==> config.mk <==
export PLATFORM = sky130hd
export DESIGN_NAME = vertical_strip_capture_flat
export DESIGN_NICKNAME = d
export VERILOG_FILES = /design/src/rtl/vertical_strip_capture_if.sv /design/src/rtl/vertical_strip_capture.sv /design/src/flat_wrapper.sv
export SDC_FILE = /design/constraint.sdc
export NUM_CORES = 1
export LEC_CHECK = 0
export CORE_AREA = 8 8 121 235
export DETAILED_ROUTE_END_ITERATION = 10
export DIE_AREA = 0 0 129 243
export PLACE_DENSITY = 0.83
export SKIP_LAST_GASP = 1
export SLEW_MARGIN = 30
export SYNTH_ARGS = -nofsm -noshare
export SYNTH_HDL_FRONTEND = slang
export SYNTH_SLANG_ARGS = --single-unit
==> constraint.sdc <==
create_clock -name clk -period 3.53 [get_ports clk]
set_input_delay 0.353 -clock clk [delete_from_list [all_inputs] [get_ports clk]]
set_output_delay 0.353 -clock clk [all_outputs]
set_load 0.02 [all_outputs]
==> src/rtl/vertical_strip_capture_if.sv <==
// vertical_strip_capture_if: pixel-in and strip-out valid/ready channels of the strip capture stage
interface vertical_strip_capture_if #(
  parameter int IMG_H = 200,
  parameter int PIX_W = 8
);
  logic             pix_valid;
  logic             pix_ready;
  logic             pix_sof;
  logic [PIX_W-1:0] pix_data;
  logic             strip_valid;
  logic             strip_ready;
  logic [IMG_H-1:0] strip_data;
  logic [15:0]      transitions;
  modport master (
    output pix_valid, pix_sof, pix_data, strip_ready,
    input  pix_ready, strip_valid, strip_data, transitions
  );
  modport slave (
    input  pix_valid, pix_sof, pix_data, strip_ready,
    output pix_ready, strip_valid, strip_data, transitions
  );
endinterface

==> src/rtl/vertical_strip_capture.sv <==
// vertical_strip_capture: binarizes a raster pixel stream and packs one column per frame into a strip word.
// Optional feature macro STRIP_TRANSITIONS_EN enables the adjacent-row transition counter.
module vertical_strip_capture #(
  parameter int IMG_W = 300,
  parameter int IMG_H = 200,
  parameter int PIX_W = 8,
  localparam int XW = IMG_W > 1 ? $clog2(IMG_W) : 1,
  localparam int YW = IMG_H > 1 ? $clog2(IMG_H) : 1
) (
  input  logic                      clk,
  input  logic                      rst_n,
  input  logic [PIX_W-1:0]          threshold,
  input  logic [XW-1:0]             col_sel,
  output logic                      frame_err,
  vertical_strip_capture_if.slave   bus
);
  typedef enum logic [1:0] {IDLE, CAPTURE, HOLD} state_t;
  state_t           state_q, state_d;
  logic [XW-1:0]    x_q, x_d, col_q, col_d, x_e, col_e;
  logic [YW-1:0]    y_q, y_d, y_e;
  logic [PIX_W-1:0] thr_q, thr_d, thr_e;
  logic [IMG_H-1:0] strip_q, strip_d, strip_e;
  logic             err_q, err_d;
  logic             acc, sof_beat, cap_beat, pix_bit, hit, x_end, y_end, last;
  assign acc      = bus.pix_valid && bus.pix_ready;
  assign sof_beat = acc && bus.pix_sof && state_q != HOLD;
  assign cap_beat = acc && (state_q == CAPTURE || sof_beat);
  // A sof beat acts on freshly sampled settings and a cleared strip in the same cycle
  assign thr_e    = sof_beat ? threshold : thr_q;
  assign col_e    = sof_beat ? col_sel : col_q;
  assign x_e      = sof_beat ? '0 : x_q;
  assign y_e      = sof_beat ? '0 : y_q;
  assign strip_e  = sof_beat ? '0 : strip_q;
  assign pix_bit  = bus.pix_data >= thr_e;
  assign hit      = cap_beat && x_e == col_e;
  assign x_end    = x_e == XW'(IMG_W - 1);
  assign y_end    = y_e == YW'(IMG_H - 1);
  assign last     = cap_beat && x_end && y_end;
  assign err_d    = acc && ((state_q == IDLE && !bus.pix_sof) ||
                            (state_q == CAPTURE && bus.pix_sof) ||
                            (sof_beat && 32'(col_sel) >= IMG_W));
  always_comb begin
    strip_d = strip_e;
    if (hit) strip_d[y_e] = pix_bit;
    thr_d   = thr_e;
    col_d   = col_e;
    x_d     = cap_beat ? (x_end ? '0 : x_e + XW'(1)) : x_q;
    y_d     = (cap_beat && x_end) ? (y_end ? '0 : y_e + YW'(1)) : y_e;
    state_d = state_q == HOLD ? (bus.strip_ready ? IDLE : HOLD) :
              last ? HOLD : cap_beat ? CAPTURE : state_q;
  end
  always_ff @(posedge clk or negedge rst_n) begin
    if (!rst_n) begin
      state_q <= IDLE;
      x_q     <= '0;
      y_q     <= '0;
      col_q   <= '0;
      thr_q   <= '0;
      strip_q <= '0;
      err_q   <= 1'b0;
    end else begin
      state_q <= state_d;
      x_q     <= x_d;
      y_q     <= y_d;
      col_q   <= col_d;
      thr_q   <= thr_d;
      strip_q <= strip_d;
      err_q   <= err_d;
    end
  end
`ifdef STRIP_TRANSITIONS_EN
  logic [15:0] trans_q, trans_d, trans_e;
  assign trans_e = sof_beat ? '0 : trans_q;
  assign trans_d = (hit && y_e != '0 && pix_bit != strip_e[y_e - YW'(1)] && trans_e != 16'hFFFF) ?
                   trans_e + 16'd1 : trans_e;
  always_ff @(posedge clk or negedge rst_n) begin
    if (!rst_n) trans_q <= '0;
    else        trans_q <= trans_d;
  end
  assign bus.transitions = trans_q;
`else
  assign bus.transitions = '0;
`endif
  assign bus.pix_ready   = rst_n && state_q != HOLD;
  assign bus.strip_valid = state_q == HOLD;
  assign bus.strip_data  = strip_q;
  assign frame_err       = err_q;
endmodule

==> src/flat_wrapper.sv <==
// flat-port wrapper written by rule: the top's interface ports become plain ports
module vertical_strip_capture_flat 
#(
  parameter int IMG_W = 300,
  parameter int IMG_H = 200,
  parameter int PIX_W = 8,
  localparam int XW = IMG_W > 1 ? $clog2(IMG_W) : 1,
  localparam int YW = IMG_H > 1 ? $clog2(IMG_H) : 1
)
  (clk, rst_n, threshold, col_sel, frame_err, bus_pix_valid, bus_pix_sof, bus_pix_data, bus_strip_ready, bus_pix_ready, bus_strip_valid, bus_strip_data, bus_transitions);
  vertical_strip_capture_if #(.IMG_H(IMG_H), .PIX_W(PIX_W)) bus_i ();
  input  logic clk;
  input  logic rst_n;
  input  logic [PIX_W-1:0] threshold;
  input  logic [XW-1:0] col_sel;
  output logic frame_err;
  input wire logic [$bits(bus_i.pix_valid)-1:0] bus_pix_valid;
  input wire logic [$bits(bus_i.pix_sof)-1:0] bus_pix_sof;
  input wire logic [$bits(bus_i.pix_data)-1:0] bus_pix_data;
  input wire logic [$bits(bus_i.strip_ready)-1:0] bus_strip_ready;
  output wire logic [$bits(bus_i.pix_ready)-1:0] bus_pix_ready;
  output wire logic [$bits(bus_i.strip_valid)-1:0] bus_strip_valid;
  output wire logic [$bits(bus_i.strip_data)-1:0] bus_strip_data;
  output wire logic [$bits(bus_i.transitions)-1:0] bus_transitions;
  assign bus_i.pix_valid = bus_pix_valid;
  assign bus_i.pix_sof = bus_pix_sof;
  assign bus_i.pix_data = bus_pix_data;
  assign bus_i.strip_ready = bus_strip_ready;
  assign bus_pix_ready = bus_i.pix_ready;
  assign bus_strip_valid = bus_i.strip_valid;
  assign bus_strip_data = bus_i.strip_data;
  assign bus_transitions = bus_i.transitions;
  vertical_strip_capture #(.IMG_W(IMG_W), .IMG_H(IMG_H), .PIX_W(PIX_W)) u_core (.clk(clk), .rst_n(rst_n), .threshold(threshold), .col_sel(col_sel), .frame_err(frame_err), .bus(bus_i));
endmodule
# --- Word-level counts from Yosys, hierarchy flattened ---
# Index checks and enable logic that the tools add are counted.
totals:
  wordCells: 54
  register_bits: 237
  out_inout_bits: 219
  in_bits: 30
classes:
  n_mux: 16
  eq_ne: 6
  magnitude_cmp: 4
  addsub: 2
  n_reduce_logical: 19
ops:
  columns: ["operator", "n"]
  rows:
  - ["200-bit two-way mux", 2]
  - ["200-bit bitwise mux", 1]
  - ["8-bit two-way mux", 4]
  - ["9-bit two-way mux", 3]
  - ["1-bit logical AND", 13]
  - ["9-bit by 1-bit adder with 9-bit output, second input constant", 1]
  - ["9-bit equality test", 1]
  - ["9-bit equality test, second input constant", 1]
  - ["9-bit greater-or-equal comparator, second input constant", 1]
  - ["8-bit by 9-bit < comparator with 1-bit output, second input constant", 1]
  - ["8-bit by 1-bit adder with 8-bit output, second input constant", 1]
  - ["1-bit demux with 8-bit select", 1]
  - ["8-bit equality test, second input constant", 1]
  - ["8-bit by 1-bit greater-or-equal comparator with 1-bit output, second input constant", 1]
  - ["8-bit greater-or-equal comparator", 1]
  - ["2-bit two-way mux", 4]
  - ["1-bit logical OR", 3]
  - ["3-bit nonzero test", 1]
  - ["2-bit by 1-bit equality test with 1-bit output, second input constant", 1]
  - ["2-bit equality test, second input constant", 1]
  - ["2-bit zero test", 1]
  - ["2-bit != test, second input constant", 1]
  - ["1-bit zero test", 1]
  - ["1-bit two-way mux", 1]

# --- Logic depth before layout (Yosys ltp) ---
logic_depth:
  depth_word: 12
  ltp_mapped: 17
  depth_no_buf: 12

# --- Worst setup path before layout ---
# No wires, ideal clock.
synth_timing:
  path_kind: "reg-to-reg"
  start: "register u_core.state_q[0]"
  end: "register u_core.strip_q[191] (netlist: u_core.bus.strip_data[191])"
  period_less_slack_ps: 3684
  required_time_ps: 3394
  setup_time_ps: 136
  path_buffers: 5
  stages_incl_launch_ff: 17
  slack_ps: -154
  arrival_time_ps: 3548
  path_cell_list: "dfrtp_1 nand2b_1 buf_4 inv_2 nor3_2 clkbuf_1 clkbuf_1 nand2_1 nand2_1 inv_1 ha_1 a2111oi_0 nand2b_1 o21ai_0 clkbuf_1 clkbuf_1 o31ai_1"
synth_between:
  word_cells_on_any_way: 23
  cone_classes: "order compare (3); eq/ne (3); mux (9); reduce/logical (8)"
synth_rtl:
  columns: ["item", "line_no", "source"]
  rows:
  - ["start, declared", "vertical_strip_capture.sv:18", "state_t state_q, state_d;"]
  - ["start signal, assigned", "vertical_strip_capture.sv:62", "state_q <= state_d;"]
  - ["2-bit != test (*)", "vertical_strip_capture.sv:26, vertical_strip_capture.sv:84", null]
  - ["1-bit logical AND", "vertical_strip_capture.sv:84", "assign bus.pix_ready = rst_n && state_q != HOLD;"]
  - ["1-bit logical AND", "vertical_strip_capture.sv:25", "assign acc = bus.pix_valid && bus.pix_ready;"]
  - ["1-bit logical AND", "vertical_strip_capture.sv:26", "assign sof_beat = acc && bus.pix_sof && state_q != HOLD;"]
  - ["1-bit logical AND (*)", "vertical_strip_capture.sv:26", null]
  - ["8-bit two-way mux (*)", "vertical_strip_capture.sv:29", "assign thr_e = sof_beat ? threshold : thr_q;"]
  - ["via u_core.thr_d[5]", "vertical_strip_capture.sv:21", "logic [PIX_W-1:0] thr_q, thr_d, thr_e;"]
  - ["8-bit greater-or-equal comparator (*)", "vertical_strip_capture.sv:34", "assign pix_bit = bus.pix_data >= thr_e;"]
  - ["200-bit bitwise mux (*)", "vertical_strip_capture.sv:44", "if (hit) strip_d[y_e] = pix_bit;"]
  - ["200-bit two-way mux (*)", "vertical_strip_capture.sv:44", null]
  - ["via u_core.strip_d[191]", "vertical_strip_capture.sv:22", "logic [IMG_H-1:0] strip_q, strip_d, strip_e;"]
  - ["end signal, assigned", "vertical_strip_capture.sv:67", "strip_q <= strip_d;"]
  - ["end, declared", "vertical_strip_capture.sv:22", null]
# Mark *: on every way through the listed nets, which the timed path passes. The rest lies on a longest branch.
# A chain may end at the register's enable or synchronous reset.

# --- Final worst setup path ---
layout_timing:
  start: "register u_core.state_q[0]"
  end: "register u_core.y_q[5]"
layout_between:
  elab_chain_cells: 9
  word_cells_on_any_way: 16
  cone_classes: "add/sub (1); eq/ne (4); mux (4); reduce/logical (7)"
layout_rtl:
  columns: ["item", "line_no", "source"]
  rows:
  - ["2-bit != test", "vertical_strip_capture.sv:26, vertical_strip_capture.sv:84", null]
  - ["1-bit logical AND", "vertical_strip_capture.sv:84", null]
  - ["1-bit logical AND", "vertical_strip_capture.sv:25", null]
  - ["1-bit logical AND (2 in a row)", "vertical_strip_capture.sv:26", null]
  - ["8-bit two-way mux, or another cell as far along", "vertical_strip_capture.sv:32", "assign y_e = sof_beat ? '0 : y_q;"]
  - ["8-bit by 1-bit adder with 8-bit output, or another cell as far along", "vertical_strip_capture.sv:48", "y_d = (cap_beat && x_end) ? (y_end ? '0 : y_e + YW'(1)) : y_e;"]
  - ["8-bit two-way mux or 1-bit logical AND (tied branches)", "vertical_strip_capture.sv:48", null]
  - ["8-bit two-way mux (*)", "vertical_strip_capture.sv:48", null]
  - ["via u_core.y_d[5]", "vertical_strip_capture.sv:20", "logic [YW-1:0] y_q, y_d, y_e;"]
  - ["end signal, assigned", "vertical_strip_capture.sv:64", "y_q <= y_d;"]
  - ["end, declared", "vertical_strip_capture.sv:20", null]
# Marks and branches as above.

==> impl_metrics.tcl <==
set metrics [dict create \
    status "finished, final reports clean" \
    maxSlewViolCount 0 \
    path_cells "nand2b_2, inv_2, nor3_4, buf_4, nor2_1, ha_1, nand4b_1, or4_1, nor3_2, and2_1, a41oi_1, a211oi_1" \
    rsz0062_at_grt "no" \
    p_leak_nw 6.136 \
    crit_type "flop to flop" \
    fin_nets 1347 \
    slowest_stage "or4_1" \
    cpPeakStageDelay_ps 490 \
    finalCritPeriodShare_pct 89.52 \
    timing.rr.end "u_core.y_q[5]$_DFF_PN0_" \
    wl_per_cell_um 22.15 \
    hold_path_class "input port to async pin" \
    cp_top_family "simple AND/OR/NAND/NOR gates" \
    grt_pass1_vias 10164 \
    die_area_um2 31350 \
    clock.fmax_ghz 0.3165 \
    period_needed_ps 3160 \
    synth_sequential_area_ratio_pct 51.67 \
    synthTopCellsByArea "dfrtp_1 52%, o31ai_1 11%, o211ai_1 11%, mux2i_1 4.1%, clkbuf_1 3.6%" \
    cp-end-kind "flop" \
    cts_buffers 21 \
    grt-ovfl-total 0 \
    postCtsSetupBuffers 0 \
    nFillCells 2008 \
    synth_top_flop_cell "dfrtp_1" \
    r2r_cells 12 \
    crit_cells 12 \
    final_hold_viol_count 0 \
    startpoint_type "flop" \
    wl_um 36760 \
    row_count 83 \
    die_x_um 129 \
    cts.path.max_buffers 3 \
    worst_ep_required_time_ps 3950 \
    clock_skew_ps 10.76 \
    yosysTopAreaCell "dfrtp_1" \
    synth_cell_type_count 57 \
    core_um2 25440 \
    grtUsageTotal_pct 23.09 \
    timing.critical_path.buf_inv 2 \
    yosysWarningCount 0 \
    power_density_nw_per_um2 393.1 \
    grt_first_pass_wirelength_um 58130 \
    post-route-util_pct 59.29 \
    initial_utilization_pct 45.11 \
    cp.arrival_ps 3580 \
    cts_tree "built" \
    cts_root_buffer "clkbuf_16" \
    gp_congestion 0.8938 \
    async_reset_ff_share_pct 100.0 \
    htreeDepth 1 \
    synth_top_area_share_pct 51.67 \
    die-height_um 243 \
    syn_area_um2 11480 \
    vias_per_cell 6.110 \
    num_vias 10137 \
    clock-sinks 237 \
    ys_seq_elements 237 \
    antenna_found_initial 0 \
    r2r_slack_ps 370 \
    antenna_cells 0 \
    r2r-start "u_core.state_q[0]$_DFFE_PN0P_" \
    slew_headroom_pct 34.93 \
    postSynthCellCount 1101 \
    fin_tns_setup_ps 0 \
    drive_gt1_share_pct 10.08 \
    portBuffers 232 \
    syn_avg_cell_area_um2 10.42 \
    p_total_mw 5.930 \
    antenna_left 0 \
    ioPinCount 249 \
    dp_hpwl_um 25300 \
    clkLatencyLatePin_ps 520 \
    worst_slew_pin_slew_ps 965.9 \
    finalSetupViolCount 0 \
    remaining_drc_errors 0 \
    grt_max_degree 158 \
    drt_pass1_iterations 5 \
    synth_edf_count 0 \
    cts.clk_slew.worst_paths_ps 70 \
    syn_to_final_growth_pct 31.44 \
    drtIter0Drc 1185 \
    crit_path_max_fanout 26 \
    cap_violations 0 \
    peakVddDrop_uv 272.2 \
]
==> cell usage in the layout (no fill, tap or decap), drive strengths merged, types with 4 or more instances in the layout <==
cell type and instances:
and2 9, o31ai 163, nor3b 4, nand4 20, o21ai 17, o2111ai 12
a21oi 8, xnor2 6, mux2i 47, dfrtp 237, a21o 4, nand2 105
nor3 20, conb 16, nand3 32, o211ai 162, clkbuf 30, nor2b 10
buf 73, nand2b 7, nor4 10, clkdlybuf4s50 231, ha 13, inv 22
nor2 14
==> area by class of cell <==
type | count | area (um^2) | area share (%)
Tap cell | 340 | 425.4 | 2.820
Clock buffer | 30 | 619.3 | 4.106
Clock inverter | 8 | 76.32 | 0.5059
Sequential cell | 237 | 5931 | 39.31
Inverter | 21 | 78.83 | 0.5225
Multi-Input combinational cell | 718 | 4982 | 33.03
Timing Repair Buffer | 305 | 2973 | 19.71
==> synth_stat cells (13+ instances only) <==
cell type  instances
buf_4             17
clkbuf_1         110
dfrtp_1          237
ha_1              13
inv_1             20
mux2i_1           47
nand2_1          105
nand3_1           32
nand4_1           20
nor2_1            14
nor3_1            19
o211ai_1         161
o21ai_0           16
o31ai_1          163
==> report_power, final <==
| group | internal (mW) | switching, mW | total, mW |
|---|---|---|---|
| Sequential | 2.77 | 0.0531 | 2.82 |
| Clock | 1.30 | 1.06 | 2.36 |
| Combinational | 0.233 | 0.518 | 0.750 |
==> kinds of logic (layout without fill, tap and decap cells) <==
kind of cell	count (synthesis)	after routing	synth area share, %
compound gates	389	389	25.73
simple gates	246	246	10.51
flops	237	237	51.67
buf+inv	161	364	6.007
mux	47	47	4.099
fa+ha+maj	13	13	1.417
xor+xnor	7	7	0.5342
other cells	1	16	0.03267
==> worst max path at each step <==
stage                                   from                                   end  slack (ps)
2_1_floorplan  u_core.state_q[0]$_DFFE_PN0P_  u_core.bus.strip_data[191]$_DFF_PN0_          30
3_3_place_gp                     bus_pix_sof   u_core.bus.strip_data[29]$_DFF_PN0_         230
4_1_cts        u_core.state_q[0]$_DFFE_PN0P_   u_core.bus.strip_data[29]$_DFF_PN0_         140
3_5_place_dp                     bus_pix_sof   u_core.bus.strip_data[29]$_DFF_PN0_          10
6_report       u_core.state_q[0]$_DFFE_PN0P_               u_core.y_q[5]$_DFF_PN0_         370
5_1_grt        u_core.state_q[0]$_DFFE_PN0P_   u_core.bus.strip_data[29]$_DFF_PN0_         170
==> repair_timing <==
item / in CTS / in global routing
endpoints found under the setup margin: 0 / 154
gates resized for setup: 0 / 2
hold endpoints to repair: 2 / 0
hold buffers: 1 / 0
==> through the flow <==
stage                     std cells  hold slack, ps  area (um^2)  worst slack, ps
after global routing           1659           212.5        15090            168.4
after global placement         1620           136.6        14370            228.8
final                          1659           205.1        15090            370.1
after detailed placement       1620           136.4        14380            11.03
after CTS                      1659           204.4        15080            137.7
after floorplan                1116           57.41        11540            28.88
==> registers in the layout, summed over array words and instances, names as in the netlist <==
register               count
u_core.x_q                 9
u_core.thr_q               8
u_core.frame_err           1
u_core.bus.strip_data    200
u_core.col_q               9
u_core.y_q                 8
u_core.state_q             2
==> layer usage <==
| metal | vias to the layer above | part of all wire, % | routed length [um] | global-route usage (%) |
|---|---|---|---|---|
| met5 | - | 0 | 0 | 0 |
| met1 | 4979 | 40 | 14600 | 29.40 |
| met3 | 76 | 9.6 | 3516 | 5.996 |
| met2 | 502 | 47 | 17410 | 36.50 |
| met4 | 0 | 3.3 | 1227 | 9.113 |
| li1 | 4580 | - | - | - |
(Power assumes the default switching activity.)
==> RTL change 1 (same settings) <==
`IMG_W` is set to 300 in 2 places; all go to 75.
--- a/src/rtl/vertical_strip_capture.sv
+++ b/src/rtl/vertical_strip_capture.sv
@@ -3,3 +3,3 @@
 module vertical_strip_capture #(
-  parameter int IMG_W = 300,
+  parameter int IMG_W = 75,
   parameter int IMG_H = 200,
--- a/src/flat_wrapper.sv
+++ b/src/flat_wrapper.sv
@@ -3,3 +3,3 @@
 #(
-  parameter int IMG_W = 300,
+  parameter int IMG_W = 75,
   parameter int IMG_H = 200,
Ports: changed (resized col_sel); port bits go from 249 to 247. No check against the original RTL was run, so the function may have changed too.
==> RTL change 1 against the original RTL <==
Clock power decreased by 4%; count of clock-buffer cells in the layout unchanged; largest cell class unchanged; cell area increased by 2.2%; wire length increased by 3.8%; clock skew increased by 0.0030 ns; area after synthesis increased by 0.90%; sequential cell count decreased by 4; synthesized cell count increased by 6.9%; power decreased by 2.5%; sequential share of layout area decreased by 1.5 points; combinational power increased by 1%; via count increased by 3.1%; setup slack improved by 0.017 ns.
==> RTL change 1: results <==
[outcome]
outcome = "finished, final reports clean"

[sta]
finalClockSkew_ns = 0.01374
slew_headroom = 0.3838
hold_slack_ns = 0.2567
final.min_clock_period_ns = 3.143

[power_and_ir_drop]
combinationalPower_mw = 0.760
leakagePower_nw = 6.650
irDropWorstVdd_v = 0.0002712
p_clk_mw = 2.27
p_total_mw = 5.782

[setup_path]
critPathMaxFanout = 21
r2r-end = "u_core.bus.strip_data[11]"
critical-path-slowest-cell = "or4b_2"
cpPeakStageDelay_ns = 0.63
r2r_cells = 14
critPathLaunch = "rst_n"
worst_path_dominant_cell_family = "buffers and inverters"
rrSetupSlack_ns = 0.46
cp.arrival_ns = 3.57

[cts]
cts_made_buffers = 20
insertion_delay_ns = 0.51

[cells_and_area]
post_layout_nonfiller_instances = 1774
fill_cells = 2046
drive_gt1_frac = 0.1060
syn2layout_area_growth_pct = 33.07
fin_nets = 1462

[synthesis]
async_flop_share = 1.000
synth_top_family_by_area = "simple AND/OR/NAND/NOR gates"
seq_area_frac_synth = 0.5035
synthMuxAreaShare = 0.09853
synth_common_cells = "233 x dfrtp_1, 232 x nand2_1, 114 x mux2i_1"
synthAdderAreaFrac = 0.01513
syn_inst = 1177
synth_compound_area_frac = 0.1475
synth-xor-area-share = 0.009075
synth_area_leaders = "dfrtp_1 50%, mux2i_1 9.9%, nand2_1 7.5%, o211ai_1 4.9%, o31ai_1 4.0%"

[placed_design]
placed_area_sq_um = 14740
pre_cts_ws_ns = 0.1168
placed_cells = 1737
io_buffers = 230
dp_hpwl_um = 27760
gp_congestion = 0.9349

[drt]
wirelength_um = 38150
firstDrtPassIters = 8
drtIter0Drc = 1146

[global_route]
grt_max_degree = 88
grt_usage = 0.2381
grt_pass1_vias = 10570
grt_first_pass_wirelength_um = 59610
antenna_found_initial = 0
[RTL change 1: cell count changes after synthesis, sizes merged, moves of 8 or more]
cell / change
nand2: +127
xor2: +8
o211ai: -85
o311ai: +13
and3: +14
o21ai: +28
nor2: +13
clkbuf: -30
o31ai: -102
mux2i: +67
o2111ai: -9
nor3: +26
[RTL change 1: area by class of cell]
class / count / share of cell area
sequential: 233 / 0.3783
multi-input combinational: 822 / 0.3431
clock inverter: 6 / 0.004141
clock buffer: 30 / 0.03889
timing repair buffer: 321 / 0.2026
tap: 340 / 0.02760
inverter: 22 / 0.005358
[RTL change 1: timing repair]
item,in CTS,in global routing
endpoints found under the hold margin,17,0
gates resized for setup,0,0
hold buffers,1,0
[RTL change 1: routing by layer]
metal,global-route usage,routed length [um],vias up
li1,-,-,4670
met1,0.2967,15170,5145
met2,0.3939,18370,564
met3,0.04788,3283,77
met4,0.09183,1321,0
met5,0,0,-
==> RTL change 2 (same flow settings) <==
Without the edit above. Take the reset off `x_q` and `y_q` and load them in a clocked block of their own.
--- a/src/rtl/vertical_strip_capture.sv
+++ b/src/rtl/vertical_strip_capture.sv
@@ -54,4 +54,2 @@
       state_q <= IDLE;
-      x_q     <= '0;
-      y_q     <= '0;
       col_q   <= '0;
@@ -62,4 +60,2 @@
       state_q <= state_d;
-      x_q     <= x_d;
-      y_q     <= y_d;
       col_q   <= col_d;
@@ -69,2 +65,7 @@
     end
+  end
+
+  always_ff @(posedge clk) begin
+    x_q <= x_d;
+    y_q <= y_d;
   end
Formal check against the unedited RTL: same outputs for any inputs over 10 cycles, from zero or initial values and one cycle with rst_n low; that may be too few to reach the edited logic, so the function may still have changed.
==> RTL change 2 against the original RTL <==
Power increased by 6.2%; core utilization up 4.2 points; count of clock-buffer cells in the layout is 1 lower; cell area up 7.1%; first-iteration DRC count increased by 23%; wire length up 14%; area after synthesis is 7.2% higher; setup slack gained 0.095 ns; maximum frequency is 3.1% higher; sequential cell count did not move; critical path type unchanged.
==> RTL change 2: results <==
[outcome]
outcome = "finished, final reports clean"

[synthesis]
async_flop_share = 0.9283
synth_common_cells = "220 x dfrtp_1, 212 x nand2_1, 157 x mux2i_1"
synth_flop_cell = "dfrtp_1"
synth_compound_area_frac = 0.08267
seq_area_frac_synth = 0.4824
synth_edf_count = 9
yosys_warnings = 0
synth_area_leaders = "dfrtp_1 45%, mux2i_1 13%, nand2_1 6.5%, nand4_1 5.1%, nand3_1 3.7%"
synthMuxAreaShare = 0.1286
synth-xor-area-share = 0.008542
synth.distinct_cells = 62
synthAdderAreaFrac = 0.01322

[drt]
drtIter0Drc = 1462
wl_per_cell_um = 22.69
firstDrtPassIters = 6
via_count = 11320

[cts]
cts_root_buf = "clkbuf_16"
insertion_delay_ns = 0.54
cts_made_buffers = 22

[setup_path]
rrSetupSlack_ns = 0.47
r2r_start = "u_core.state_q[1]"
r2r_cells = 11
r2r-end = "u_core.bus.strip_data[58]"
cp.arrival_ns = 3.50
critPathMaxFanout = 33

[sta]
slew_headroom = 0.3018
hold_slack_ns = 0.1976
finalClockSkew_ns = 0.02493

[cells_and_area]
fin_nets = 1537
drive_gt1_frac = 0.1026

[power_and_ir_drop]
leakagePower_nw = 7.542
irDropWorstVdd_v = 0.0003514

[global_route]
grt_first_pass_wirelength_um = 64550
grt_usage = 0.2603
grt_max_degree = 87

[placed_design]
gp_congestion = 0.9463
placed_area_sq_um = 15350
pre_cts_ws_ns = 0.1682
dp_hpwl_um = 28920
==> RTL change 2: cell count changes in the layout (fill, tap and decap cells not counted), moves of 15 or more <==
cell / before / now
a21oi_1: 8 / 28
a311oi_1: 1 / 21
and3_1: 3 / 24
buf_4: 63 / 78
dfrtp_1: 237 / 220
mux2i_1: 47 / 157
nand2_1: 105 / 212
nand3_1: 31 / 90
nand4_1: 20 / 101
o211ai_1: 161 / 2
o31ai_1: 163 / 5
or3_1: 0 / 17
==> RTL change 2: cells by family after synthesis <==
group	Yosys count
AND/OR/NAND/NOR	543
flip-flops	237
buffers and inverters	159
multiplexers	158
AO/OA/AOI/OAI	146
adder cells (fa/ha/maj)	13
XOR/XNOR	12
other	1
==> RTL change 2: how the worst max path moves through the flow <==
stage | from | to | slack [ns] | cells past startpoint
3_3_place_gp | bus_pix_valid | u_core.bus.strip_data[48] | 0.28 | 13
6_report | u_core.state_q[1] | u_core.bus.strip_data[58] | 0.47 | 11
4_1_cts | rst_n | bus_pix_ready | 0.45 | 5
2_1_floorplan | u_core.state_q[1] | u_core.bus.strip_data[100] | 0.04 | 18
3_5_place_dp | bus_pix_valid | u_core.bus.strip_data[50] | 0.17 | 11
5_1_grt | u_core.state_q[1] | u_core.bus.strip_data[5] | 0.26 | 14
==> RTL change 2: through the flow <==
stage | cells | utilization
after global routing | 1850 | 0.6351
after global placement | 1809 | 0.6033
after detailed placement | 1809 | 0.6033
after CTS | 1850 | 0.6345
final | 1850 | 0.6351
after floorplan | 1284 | -
==> RTL change 2: routing by layer <==
metal / vias to the layer above / share of wire / GRT usage
li1: 4953 / - / -
met1: 5534 / 0.38 / 0.3279
met2: 721 / 0.48 / 0.4211
met3: 107 / 0.10 / 0.05667
met4: 0 / 0.038 / 0.1068
met5: - / 0 / 0
==> RTL change 2: timing repair <==
item,CTS,global route
setup buffers,0,0
endpoints found under the hold margin,1,0
hold buffers,1,0
==> RTL change 2: final cells by class <==
| type | instances | area (sq um) |
|---|---|---|
| Clock buffer | 29 | 586.8 |
| Fill cell | 1965 | 9285 |
| Inverter | 18 | 70.07 |
| Sequential cell | 237 | 5936 |
| Clock inverter | 11 | 196.4 |
| Tap cell | 340 | 425.4 |
| Timing Repair Buffer | 327 | 3226 |
| Multi-Input combinational cell | 888 | 5718 |
==> RTL change 2: worst max-delay path: stages (launching register included) <==
cell and delay, ns:
dfrtp_1 0.42, nand2b_1 0.23, inv_4 0.08, nor3_4 0.15, buf_12 0.19, mux2i_1 0.24, ha_1 0.21, o211ai_1 0.10
or3_1 0.39, a31o_4 0.37, or3_1 0.39, a21oi_1 0.18
==> RTL change 2: where the power goes <==
part	leakage, nW	total (mW)	switching [mW]	internal [mW]
Combinational	3.98	0.869	0.554	0.315
Clock	0.375	2.64	1.09	1.55
Sequential	3.19	2.79	0.0236	2.77
